$ cat src/rtl/fpu_mul_scheduler.sv
// Two-requester front end for one shared single-precision multiplier.
// Round-robin grant, one operation in flight, sticky exception flag accumulation.
module fpu_mul_scheduler #(
  parameter int unsigned MUL_LATENCY = 1
) (
  input  logic        clk,
  input  logic        rst_n,
  input  logic [1:0]  req_valid,
  output logic [1:0]  req_ready,
  input  logic [63:0] req_a,
  input  logic [63:0] req_b,
  input  logic [5:0]  req_rm,
  output logic [1:0]  rsp_valid,
  input  logic [1:0]  rsp_ready,
  output logic [31:0] rsp_y,
  output logic [4:0]  rsp_flags,
  output logic [31:0] mul_a,
  output logic [31:0] mul_b,
  output logic [2:0]  mul_rm,
  input  logic [31:0] mul_y,
  input  logic [4:0]  mul_flags,
  output logic        busy,
  output logic [4:0]  fflags,
  input  logic        fflags_clr
);

  typedef enum logic [1:0] {S_IDLE, S_EXEC, S_RESP} state_t;

  localparam logic [3:0] CNT_LOAD = 4'(MUL_LATENCY - 1);

  state_t      r_state, w_state_nxt;
  logic [1:0]  r_rst_sync;
  logic        w_rst_n;
  logic        r_owner;
  logic        r_last;
  logic [3:0]  r_cnt;
  logic        w_grant;
  logic        w_accept;
  logic        w_exec_done;
  logic        w_rsp_hs;

  // NOTE: reset asserts asynchronously but releases only after two clean
  // clock edges, so no flop sees rst_n rise too close to an edge.
  always_ff @(posedge clk or negedge rst_n) begin
    if (!rst_n) r_rst_sync <= 2'b00;
    else        r_rst_sync <= {r_rst_sync[0], 1'b1};
  end
  assign w_rst_n = r_rst_sync[1];

  // With both requesting, the one not served last wins.
  assign w_grant     = (req_valid == 2'b11) ? ~r_last : req_valid[1];
  assign req_ready   = (r_state == S_IDLE && w_rst_n) ?
                       ((w_grant ? 2'b10 : 2'b01) & req_valid) : 2'b00;
  assign w_accept    = |req_ready;
  assign w_exec_done = (r_state == S_EXEC) && (r_cnt == 4'd0);
  assign w_rsp_hs    = (r_state == S_RESP) && rsp_ready[r_owner];
  assign rsp_valid   = (r_state == S_RESP) ? (r_owner ? 2'b10 : 2'b01) : 2'b00;
  assign busy        = (r_state != S_IDLE);

  // NOTE: every variable in a combinational block gets a default first so
  // no path through the case leaves it unassigned (which would infer a latch).
  always_comb begin
    w_state_nxt = r_state;
    case (r_state)
      S_IDLE:  if (w_accept)    w_state_nxt = S_EXEC;
      S_EXEC:  if (w_exec_done) w_state_nxt = S_RESP;
      S_RESP:  if (w_rsp_hs)    w_state_nxt = S_IDLE;
      default:                  w_state_nxt = S_IDLE;
    endcase
  end

  // NOTE: sequential state uses non-blocking assignments so every flop
  // samples pre-edge values regardless of statement order.
  always_ff @(posedge clk or negedge w_rst_n) begin
    if (!w_rst_n) r_state <= S_IDLE;
    else          r_state <= w_state_nxt;
  end

  always_ff @(posedge clk or negedge w_rst_n) begin
    if (!w_rst_n) begin
      mul_a   <= '0;
      mul_b   <= '0;
      mul_rm  <= '0;
      r_owner <= 1'b0;
      r_last  <= 1'b1;
      r_cnt   <= '0;
    end else if (w_accept) begin
      mul_a   <= w_grant ? req_a[63:32] : req_a[31:0];
      mul_b   <= w_grant ? req_b[63:32] : req_b[31:0];
      mul_rm  <= w_grant ? req_rm[5:3]  : req_rm[2:0];
      r_owner <= w_grant;
      r_last  <= w_grant;
      r_cnt   <= CNT_LOAD;
    end else if (r_state == S_EXEC && r_cnt != 4'd0) begin
      r_cnt <= r_cnt - 4'd1;
    end
  end

  always_ff @(posedge clk or negedge w_rst_n) begin
    if (!w_rst_n) begin
      rsp_y     <= '0;
      rsp_flags <= '0;
    end else if (w_exec_done) begin
      rsp_y     <= mul_y;
      rsp_flags <= mul_flags;
    end
  end

  // A clear coinciding with a response keeps only that response's flags.
  always_ff @(posedge clk or negedge w_rst_n) begin
    if (!w_rst_n)        fflags <= '0;
    else if (fflags_clr) fflags <= w_rsp_hs ? rsp_flags : 5'b00000;
    else if (w_rsp_hs)   fflags <= fflags | rsp_flags;
  end

endmodule

$ cat config.mk
export PLATFORM = sky130hd
export DESIGN_NAME = fpu_mul_scheduler
export DESIGN_NICKNAME = d
export VERILOG_FILES = /design/src/rtl/fpu_mul_scheduler.sv
export SDC_FILE = /design/constraint.sdc
export NUM_CORES = 1
export LEC_CHECK = 0
export BUFFER_PORTS_ARGS = -buffer_cell sky130_fd_sc_hd__buf_2
export CAP_MARGIN = 20
export CORE_AREA = 2 2 114 116
export CTS_BUF_LIST = sky130_fd_sc_hd__clkbuf_2 sky130_fd_sc_hd__clkbuf_4 sky130_fd_sc_hd__clkbuf_8
export CTS_CLUSTER_SIZE = 20
export DETAILED_ROUTE_END_ITERATION = 10
export DIE_AREA = 0 0 116 118
export GPL_ROUTABILITY_DRIVEN = 1
export HOLD_SLACK_MARGIN = 0.12
export PLACE_DENSITY = 0.81
export SETUP_SLACK_MARGIN = 0.02
export SYNTH_ARGS = -nofsm -noshare
export SYNTH_HDL_FRONTEND = slang
export SYNTH_SLANG_ARGS = --single-unit
$ cat constraint.sdc
create_clock -name clk -period 11.6 [get_ports clk]
set_input_delay 2.32 -clock clk [delete_from_list [all_inputs] [get_ports clk]]
set_output_delay 2.32 -clock clk [all_outputs]
set_load 0.05 [all_outputs]
==> results of run 1 <==
[stage by stage]
stage,instances,hold WS (ns)
2_1_floorplan,359,0.331
3_3_place_gp,807,0.334
3_5_place_dp,807,0.340
4_1_cts,839,0.360
5_1_grt,839,0.372
6_report,839,0.341
[layout by cell type, fill, tap and decap left out, drive strengths merged, types with 2 or more instances in the layout]
cell / instances
a22o: 5
nor2: 8
mux2i: 2
inv: 7
ha: 2
clkbuf: 18
clkinvlp: 2
o21ai: 3
nand2: 3
nand3: 2
bufinv: 4
clkinv: 5
mux2: 171
or3b: 2
dfrtp: 118
nor3b: 2
buf: 294
nand2b: 3
a21oi: 3
[registers in the layout, summed over array words and instances, names as in the netlist]
signal      cells
fflags          5
mul_a          32
mul_b          32
mul_rm          3
r_cnt           4
r_last          1
r_owner         1
r_rst_sync      2
r_state         2
rsp_flags       5
rsp_y          32
[cell type report]
class / count / area (µm²)
Tap cell: 172 / 215
Clock buffer: 18 / 248
Multi-Input combinational cell: 218 / 2340
Inverter: 4 / 15.0
Fill cell: 1021 / 4940
Timing Repair Buffer: 294 / 1480
Clock inverter: 14 / 198
Sequential cell: 119 / 2980
[metal layers]
layer | vias up | GRT usage | routed length [µm]
li1 | 1886 | - | -
met1 | 1935 | 0.208 | 4880
met2 | 183 | 0.354 | 7030
met3 | 35 | 0.0484 | 867
met4 | 0 | 0.0923 | 401
met5 | - | 0 | 0
[worst max path at each step]
stage / endpoint / from / slack, ns / depth (start not counted)
floorplan: req_ready[0] / r_rst_sync[1] / 5.23 / 2
global placement: req_ready[0] / req_valid[0] / 5.69 / 5
detailed placement: req_ready[0] / req_valid[0] / 5.65 / 5
CTS: req_ready[0] / req_valid[0] / 5.64 / 5
global route: req_ready[0] / req_valid[1] / 5.59 / 5
finish: req_ready[0] / req_valid[0] / 5.70 / 5
[power breakdown]
group	internal (mW)	switching (mW)	leakage [nW]
sequential	0.623	0.122	1.41
clock	0.242	0.172	0.220
combinational	0.446	0.971	2.10
total	1.31	1.26	3.72
[critical path, delay by kind of cell]
family                 cells  cell delay, ns
AOI/OAI and AO/OA          1            0.14
buffers and inverters      3            0.99
and+or+nand+nor            1            0.12
[cell families (layout without fill, tap and decap cells)]
| group | count (synthesis) | after routing | synth area share |
|---|---|---|---|
| adders and majority gates | 2 | 2 | 0.00460 |
| muxes | 173 | 173 | 0.371 |
| other | 1 | 1 | 0.000690 |
| and+or+nand+nor | 26 | 26 | 0.0304 |
| buffers and inverters | 22 | 330 | 0.0244 |
| DFF | 119 | 119 | 0.548 |
| AOI/OAI and AO/OA | 16 | 16 | 0.0207 |
==> metrics.md, run 1 <==
| Metric | Value |
|---|---|
| Die W | `116 µm` |
| HPWL after DPL | `10,100 µm` |
| Initial drt markers | `116` |
| Layout cell share with drive strength beyond 1 | `0.759` |
| Synth cell types | `34` |
| Worst r2r dst | `mul_b[13]` |
| Htree depth | `4` |
| Row count | `41` |
| Worst path most repeated cell | `buf_2` |
| Placed instance area | `0.00703 mm²` |
| Worst-Margin Slew | `0.897 ns` |
| Drt wl/cell | `15.7 µm` |
| Cell Area, Synth | `0.00544 mm²` |
| Post-synth top area cell | `dfrtp_1` |
| Top-area cell type share of the netlist area | `0.543` |
| Vias per cell | `4.81` |
| DR DRC count | `0` |
| Synth area leaders | `dfrtp_1, mux2_2, mux2_4` |
| Vias in the first global route | `4,409` |
| #FFs+latches synth | `119` |
| Skew final | `0.0106 ns` |
| Vias | `4,039` |
| Setup TNS | `0 ns` |
| Post-CTS setup buffers | `0` |
| Max Transition Viols Final | `0` |
| Clock transition at path regs | `0.07 ns` |
| Core Util, Final | `0.602` |
| GRT overflow | `0` |
| Final Cycle Share | `0.508` |
| Crit path kind | `in2out` |
| Top post-synthesis cells by count | `mux2_2, dfrtp_1, mux2_4` |
| Die Height | `118 µm` |
| Initial core utilization | `0.438` |
| Antenna violations before repair | `0` |
| Critical R2R Launch | `r_rst_sync[1]` |
| Cells after synthesis | `359` |
| Number of detailed-route iterations in the first pass | `4` |
| Hold WC Path Type | `reg2async` |
| Tot GR Track Use | `0.195` |
| Final setup fails | `0` |
| ANT nets after route | `0` |
| Port-buffer cells | `291` |
| I/O pins | `292` |
| Area Overhead vs Synth | `37.6%` |
| Largest net degree at the start of global routing | `75` |
| MaxCap Viol Count | `0` |
| Syn Nets | `539` |
| Clock Path Buffers | `2` |
| NumNets Final | `834` |
| Resize count post-CTS | `0` |
| Hold buffers post-CTS | `0` |
| Pwr Density | `344 mW/mm²` |
| Lkg Pwr | `3.72 nW` |
| Core Region | `0.0124 mm²` |
| CP Max Fanout | `68` |
| Synthesis Warnings | `0` |
| Clock Latency Late Sink | `0.42 ns` |
| Root Buffer | `clkbuf_8` |
| Inserted Clock Buffers | `17` |
| EDFF count, synth | `0` |
| Worst reg2reg path depth | `5` |
| Critical path startpoint category | `primary input` |
| Unrepaired setup endpoints after global routing | `false` |
| Most common cell in the synthesized netlist | `mux2_2` |
| CTS tree | `built` |
| Data arrival, critical path | `3.58 ns` |
| First-pass GRT wire length | `20,800 µm` |
| R2r setup slk | `7.62 ns` |
| Final min period | `5.90 ns` |
| Predominant post-synthesis flop cell | `dfrtp_1` |
| Async SR Flop Fraction | `1.00` |
| Status | `finished, final reports clean` |
| Setup crit end kind | `output pin` |
| Drt total wl | `13,200 µm` |
| CP Cell Sequence | `buf_2, a21boi_4, buf_4, nor2_1, buf_2` |
| Diode count | `0` |
| Worst Path Required | `9.28 ns` |
| Setup WS pre-CTS | `5.65 ns` |
| Final Total Pwr | `2.58 mW` |
| Register area share after synthesis | `0.548` |
| Critical Path Max Stage Delay | `0.62 ns` |
| VDD IR-drop max | `222 µV` |
| Final Hold Fails | `0` |
| Max-slew headroom | `0.402` |
| Clock sinks | `119` |
| Slowest CP cell | `buf_4` |
| Max Clk Rate | `170 MHz` |
| Die Area | `0.0137 mm²` |
| Synthesized area per cell | `15.1 µm²` |
| Worst Slack Setup Final | `5.70 ns` |
| Final RePlAce weighted congestion | `0.795` |
| Post-route cell area | `0.00748 mm²` |
(Power assumes the default switching activity.)
==> inputs of run 2 (changes only) <==
--- a/config.mk
+++ b/config.mk
@@ -5,6 +5,7 @@
 export SDC_FILE = /design/constraint.sdc
 export NUM_CORES = 1
 export LEC_CHECK = 0
+export ABC_AREA = 1
 export BUFFER_PORTS_ARGS = -buffer_cell sky130_fd_sc_hd__buf_2
 export CAP_MARGIN = 20
 export CORE_AREA = 2 2 114 116
==> constraint.sdc (replaced) <==
create_clock -name clk -period 5.9 [get_ports clk]
set_input_delay 1.18 -clock clk [delete_from_list [all_inputs] [get_ports clk]]
set_output_delay 1.18 -clock clk [all_outputs]
set_load 0.05 [all_outputs]
==> run 2 against run 1 <==
  * Sequential share of layout area decreased by 0.21 points
  * Combinational power up 79%
  * Largest power group unchanged
  * Clock-buffer cell count rose by 1
==> metrics.md, run 2 <==
| Metric | Value |
|---|---|
| Predominant post-synthesis flop cell | `dfrtp_1 (unchanged)` |
| VDD IR-drop max | `278 µV (was 222 µV)` |
| Crit path kind | `in2out (unchanged)` |
| Non-Filler Instances | `1,207 (was 839)` |
| Final setup fails | `0 (unchanged)` |
| Setup crit end kind | `output pin (unchanged)` |
| Most common cell in the synthesized netlist | `nand2_1 (was mux2_2)` |
| Synthesized area per cell | `7.36 µm² (was 15.1 µm²)` |
| Initial core utilization | `0.439 (was 0.438)` |
| Vias in the first global route | `5,185 (was 4,409)` |
| Lkg Pwr | `4.66 nW (was 3.72 nW)` |
| Tot GR Track Use | `0.224 (was 0.195)` |
| Drt total wl | `15,200 µm (was 13,200 µm)` |
| Hold WC Path Type | `reg2async (unchanged)` |
| Syn Nets | `920 (was 539)` |
| Critical R2R Launch | `r_last (was r_rst_sync[1])` |
| CTS tree | `built (unchanged)` |
| Resize count post-CTS | `0 (unchanged)` |
| Worst reg2reg path depth | `9 (was 5)` |
| Area Overhead vs Synth | `38.0% (was 37.6%)` |
| Final min period | `4.04 ns` |
| Final Cycle Share | `0.685` |
| Row count | `41 (unchanged)` |
| Pwr Density | `643 mW/mm² (was 344 mW/mm²)` |
| Status | `finished, final reports clean (unchanged)` |
| Post-Synth Simple-Gate Area | `0.334 (was 0.0304)` |
| Critical path startpoint category | `primary input (unchanged)` |
| Port-buffer cells | `291 (unchanged)` |
| Clock Path Buffers | `2 (unchanged)` |
| Core Region | `0.0124 mm² (unchanged)` |
| Layout cell share with drive strength beyond 1 | `0.326 (was 0.759)` |
| Final RePlAce weighted congestion | `0.860 (was 0.795)` |
| HPWL after DPL | `11,000 µm (was 10,100 µm)` |
| Slowest CP cell | `buf_4 (unchanged)` |
| NumNets Final | `1,201 (was 834)` |
| ANT nets after route | `0 (unchanged)` |
| DR DRC count | `0 (unchanged)` |
| Synth Area in XOR/XNOR | `0 (unchanged)` |
| Placed instance area | `0.00701 mm² (was 0.00703 mm²)` |
| EDFF count, synth | `0 (unchanged)` |
| Worst Setup SP | `req_valid[0] (unchanged)` |
| Worst-Margin Slew | `0.725 ns (was 0.897 ns)` |
| Async SR Flop Fraction | `1.00 (unchanged)` |
| Synth area leaders | `dfrtp_1, nand2_1, inv_1 (was dfrtp_1, mux2_2, mux2_4)` |
| Die Area | `0.0137 mm² (unchanged)` |
| Antenna violations before repair | `1 (was 0)` |
| Register area share after synthesis | `0.547 (was 0.548)` |
| Clock Latency Late Sink | `0.42 ns (about the same)` |
| Number of detailed-route iterations in the first pass | `4 (unchanged)` |
| Top-area cell type share of the netlist area | `0.542 (was 0.543)` |
| Top flop regs | `mul_a x32, mul_b x32, rsp_y x32 (unchanged)` |
| Skew final | `0.0112 ns (was 0.0106 ns)` |
| Post-route cell area | `0.00752 mm² (was 0.00748 mm²)` |
| Post-Synth Adder-Cell Area | `0.00459 (was 0.00460)` |
| Crit path to | `req_ready[0] (unchanged)` |
| I/O pins | `292 (unchanged)` |
| Max Transition Viols Final | `0 (unchanged)` |
| Max Clk Rate | `248 MHz` |
| MaxCap Viol Count | `0 (unchanged)` |
| Final Hold Fails | `0 (unchanged)` |
| Cell Area, Synth | `0.00545 mm² (was 0.00544 mm²)` |
| CP Cell Sequence | `buf_2, nand2_1, nand2_2, buf_4, inv_2, buf_4, nor2_1, buf_2 (was buf_2, a21boi_4, buf_4, nor2_1, buf_2)` |
| CP Max Fanout | `69 (was 68)` |
| Cells after synthesis | `740 (was 359)` |
| Most frequent cells in the layout | `nand2_1, buf_2, dfrtp_1 (was buf_2, mux2_2, dfrtp_1)` |
| Largest net degree at the start of global routing | `80 (was 75)` |
| Vias per cell | `4.54 (was 4.81)` |
| Commonest non-fill, non-tap cell in the layout | `nand2_1 (was buf_2)` |
| Largest family of logic cells by synthesized area | `simple AND/OR/NAND/NOR gates (was multiplexers)` |
| Post-synth top area cell | `dfrtp_1 (unchanged)` |
| Core Util, Final | `0.606 (was 0.602)` |
| Initial drt markers | `288 (was 116)` |
| Clock sinks | `119 (unchanged)` |
| Inserted Clock Buffers | `17 (unchanged)` |
| Hold buffers post-CTS | `0 (unchanged)` |
| #FFs+latches synth | `119 (unchanged)` |
| Clock transition at path regs | `0.08 ns (was 0.07 ns)` |
| Unrepaired setup endpoints after global routing | `false (unchanged)` |
| GRT overflow | `0 (unchanged)` |
| Die Height | `118 µm (unchanged)` |
| Post-synthesis compound-gate area fraction | `0.0441 (was 0.0207)` |
| Vias | `5,479 (was 4,039)` |
| Synthesis Warnings | `0 (unchanged)` |
| Worst Path Required | `4.72 ns (was 9.28 ns)` |
| Synth cell types | `18 (was 34)` |
| Htree depth | `4 (unchanged)` |
| Die W | `116 µm (unchanged)` |
| Worst r2r dst | `mul_b[26] (was mul_b[13])` |
| First-pass GRT wire length | `24,200 µm (was 20,800 µm)` |
| Critical path's top delay family | `buffers and inverters (unchanged)` |
| Dpl cells | `1,173 (was 807)` |
| Top post-synthesis cells by count | `nand2_1, dfrtp_1, inv_1 (was mux2_2, dfrtp_1, mux2_4)` |
| WP buf/inv | `5 (was 3)` |
| Setup TNS | `0 ns (unchanged)` |
| Data arrival, critical path | `2.86 ns (was 3.58 ns)` |
| Total number of cells along the worst setup path | `8 (was 5)` |
| Post-CTS setup buffers | `0 (unchanged)` |
| Mux cell area share after synthesis | `0 (was 0.371)` |
| Critical Path Max Stage Delay | `0.52 ns (was 0.62 ns)` |
| Hold_ws | `0.314 ns (was 0.341 ns)` |
| Drt wl/cell | `12.6 µm (was 15.7 µm)` |
| Root Buffer | `clkbuf_8 (unchanged)` |
| R2r setup slk | `3.21 ns (was 7.62 ns)` |
| Max-slew headroom | `0.517 (was 0.402)` |
## run 2: layout make-up
cell class	count	area (µm²)
fill	1200	4900
timing repair buffer	298	1530
antenna	1	2.50
multi-input combinational	530	2100
tap	172	215
inverter	55	206
clock inverter	13	218
clock buffer	19	262
sequential	119	2980
## run 2: through the flow
stage | setup WS (ns) | power (mW)
after CTS | 1.81 | 4.87
final | 1.86 | 4.83
after floorplan | 0.620 | 3.32
after detailed placement | 1.82 | 3.97
after global placement | 1.86 | 3.92
after global routing | 1.68 | 5.12
## run 2: worst min path at each step
stage | from | to | cells past startpoint
final | r_rst_sync[1] | mul_a[10] | 0
after global routing | r_rst_sync[1] | mul_a[10] | 0
after CTS | r_rst_sync[1] | mul_a[10] | 0
after detailed placement | r_rst_sync[1] | mul_a[31] | 0
after global placement | r_rst_sync[1] | mul_a[14] | 0
after floorplan | r_rst_sync[0] | r_rst_sync[1] | 0
## run 2: kinds of logic (layout without fill, tap and decap cells)
| logic type | after synthesis | in the layout |
|---|---|---|
| fa+ha+maj | 2 | 2 |
| other cells | 1 | 2 |
| flops | 119 | 119 |
| buf+inv | 91 | 385 |
| compound gates | 46 | 46 |
| simple gates | 481 | 481 |
## run 2: layer usage
layer  global-route usage  vias up  part of all wire
met4                0.101        0             0.027
met5                    0        -                 0
met1                0.265     2449              0.40
li1                     -     2775                 -
met2                0.374      221              0.48
met3               0.0654       34             0.088
## run 2: where the power goes
| group | switching (mW) | internal, mW |
|---|---|---|
| combinational | 1.99 | 0.549 |
| sequential | 0.206 | 1.20 |
| clock | 0.353 | 0.532 |
==> inputs of run 3 (changes only) <==
--- a/config.mk
+++ b/config.mk
@@ -5,7 +5,7 @@
 export SDC_FILE = /design/constraint.sdc
 export NUM_CORES = 1
 export LEC_CHECK = 0
-export ABC_AREA = 1
+export ABC_AREA = 0
 export BUFFER_PORTS_ARGS = -buffer_cell sky130_fd_sc_hd__buf_2
 export CAP_MARGIN = 20
 export CORE_AREA = 2 2 114 116
==> constraint.sdc (replaced) <==
create_clock -name clk -period 4.05 [get_ports clk]
set_input_delay 0.81 -clock clk [delete_from_list [all_inputs] [get_ports clk]]
set_output_delay 0.81 -clock clk [all_outputs]
set_load 0.05 [all_outputs]
==> run 3 against run 2 <==
  * Sequential power grew 51%
  * Hold slack worse by 0.16 ns
  * Clock power increased by 40%
  * Via count down 26%
  * Final cell count shrank 30%
  * Power grew 53%
  * Sequential share of layout area about the same
  * Global-route usage down 2.9 points
  * Die area stayed put
==> metrics.md, run 3 (synthesized netlist as in run 1, its figures left out) <==
| Metric | Value |
|---|---|
| Final min period | `2.49 ns` |
| Critical path startpoint category | `flip-flop (was primary input)` |
| Drt wl/cell | `15.5 µm (was 12.6 µm)` |
| Top flop regs | `mul_a x32, mul_b x32, rsp_y x32 (unchanged)` |
| Core Region | `0.0124 mm² (unchanged)` |
| Crit path to | `req_ready[1] (was req_ready[0])` |
| Row count | `41 (unchanged)` |
| Die W | `116 µm (unchanged)` |
| Inserted Clock Buffers | `17 (unchanged)` |
| Commonest non-fill, non-tap cell in the layout | `buf_2 (was nand2_1)` |
| NumNets Final | `837 (was 1,201)` |
| Hold WC Path Type | `reg2async (unchanged)` |
| First-pass GRT wire length | `20,900 µm (was 24,200 µm)` |
| Vias | `4,073 (was 5,479)` |
| Htree depth | `4 (unchanged)` |
| I/O pins | `292 (unchanged)` |
| Die Area | `0.0137 mm² (unchanged)` |
| Setup WS pre-CTS | `1.39 ns (was 1.82 ns)` |
| Setup TNS | `0 ns (unchanged)` |
| Clock Path Buffers | `2 (unchanged)` |
| Setup crit end kind | `output pin (unchanged)` |
| Status | `finished, final reports clean (unchanged)` |
| GRT overflow | `0 (unchanged)` |
| Worst Setup SP | `r_rst_sync[1] (was req_valid[0])` |
| ANT nets after route | `0 (unchanged)` |
| Worst r2r dst | `mul_a[5] (was mul_b[26])` |
| R2r setup slk | `1.91 ns (was 3.21 ns)` |
| Data arrival, critical path | `1.68 ns (was 2.86 ns)` |
| Final setup fails | `0 (unchanged)` |
| Placed instance area | `0.00705 mm² (was 0.00701 mm²)` |
| Unrepaired setup endpoints after global routing | `false (unchanged)` |
| Worst reg2reg path depth | `4 (was 9)` |
| Die Height | `118 µm (unchanged)` |
| Final Hold Fails | `0 (unchanged)` |
| Fillers | `1,016 (was 1,200)` |
| Vias per cell | `4.83 (was 4.54)` |
| DR DRC count | `0 (unchanged)` |
| Clock Latency Late Sink | `0.43 ns (was 0.42 ns)` |
| Pwr Density | `985 mW/mm² (was 643 mW/mm²)` |
| Max Clk Rate | `402 MHz` |
| Antenna violations before repair | `1 (unchanged)` |
| Post-CTS setup buffers | `0 (unchanged)` |
| HPWL after DPL | `10,100 µm (was 11,000 µm)` |
| Clock transition at path regs | `0.07 ns (was 0.08 ns)` |
| CTS tree | `built (unchanged)` |
| Most frequent cells in the layout | `buf_2, mux2_2, dfrtp_1 (was nand2_1, buf_2, dfrtp_1)` |
| Lkg Pwr | `3.75 nW (was 4.66 nW)` |
| Crit path kind | `reg2out (was in2out)` |
| Critical R2R Launch | `r_rst_sync[1] (was r_last)` |
| CP Max Fanout | `12 (was 69)` |
| Tot GR Track Use | `0.195 (was 0.224)` |
| Clock sinks | `119 (unchanged)` |
| Initial drt markers | `152 (was 288)` |
| Worst-Margin Slew | `0.850 ns (was 0.725 ns)` |
| Hold buffers post-CTS | `1 (was 0)` |
| Area Overhead vs Synth | `38.4% (was 38.0%)` |
| Port-buffer cells | `291 (unchanged)` |
| Vias in the first global route | `4,409 (was 5,185)` |
| Max-slew headroom | `0.433 (was 0.517)` |
| Post-route cell area | `0.00752 mm² (about the same)` |
| Resize count post-CTS | `0 (unchanged)` |
| Root Buffer | `clkbuf_8 (unchanged)` |
| MaxCap Viol Count | `0 (unchanged)` |
| Number of detailed-route iterations in the first pass | `4 (unchanged)` |
| Largest net degree at the start of global routing | `68 (was 80)` |
| Final RePlAce weighted congestion | `0.799 (was 0.860)` |
| Worst Path Required | `3.24 ns (was 4.72 ns)` |
| Drt total wl | `13,000 µm (was 15,200 µm)` |
| Layout cell share with drive strength beyond 1 | `0.758 (was 0.326)` |
| Max Transition Viols Final | `0 (unchanged)` |
| Skew final | `0.0123 ns (was 0.0112 ns)` |
| Final Cycle Share | `0.615` |
| VDD IR-drop max | `604 µV (was 278 µV)` |
| Worst Slack Setup Final | `1.56 ns (was 1.86 ns)` |
| Initial core utilization | `0.438 (was 0.439)` |
-- run 3: cell types whose count changed in the layout (fill, tap and decap cells not counted), moves of 4 or more --
cell and delta:
a21oi_1 -4, a22o_1 +5, nand2_1 -452, o22ai_1 -4, inv_1 -50, mux2_4 +19
mux2_2 +152, o21ai_0 -30, nor2_1 -11
-- run 3: cell type report --
cell class | count | area, µm² | share of cell area
flip-flops and latches | 119 | 2980 | 0.396
inverters | 4 | 15.0 | 0.00200
diodes | 1 | 2.50 | 0.000333
clock inverters | 12 | 196 | 0.0261
clock buffers | 20 | 269 | 0.0357
multi-input cells | 218 | 2340 | 0.311
well taps | 172 | 215 | 0.0286
repair buffers | 297 | 1500 | 0.200
-- run 3: worst min-delay path by stage --
stage | end
finish | r_state[0]
global route | r_state[0]
CTS | r_state[0]
detailed placement | r_state[0]
global placement | r_owner
floorplan | r_rst_sync[1]
-- run 3: per-stage QoR --
step                      hold slack, ns  total power, mW  utilization  instances
after floorplan                    0.331             5.29            -        359
after global placement             0.143             6.11        0.568        809
after detailed placement           0.144             6.23        0.568        809
after CTS                          0.161             7.49        0.606        842
after global routing               0.173             7.78        0.606        843
final                              0.155             7.41        0.606        843
-- run 3: worst max-delay path, stage by stage (launching register included) --
cell and delay (ns):
dfrtp_4 0.50, nor3b_1 0.25, and2_1 0.21, buf_2 0.29
-- run 3: per-layer routing --
| metal | vias to the layer above | GRT usage | part of all wire | routed length (µm) |
|---|---|---|---|---|
| met5 | - | 0 | 0 | 0 |
| met4 | 0 | 0.0863 | 0.027 | 352 |
| met3 | 30 | 0.0577 | 0.070 | 915 |
| met2 | 184 | 0.350 | 0.53 | 6920 |
| met1 | 1960 | 0.209 | 0.37 | 4850 |
| li1 | 1899 | - | - | - |
-- run 3: report_power, final --
group,leakage (nW),switching [mW],internal (mW),total [mW]
Combinational,2.11,2.78,1.28,4.06
Sequential,1.41,0.331,1.78,2.12
Clock,0.229,0.470,0.771,1.24
Total,3.75,3.58,3.84,7.41
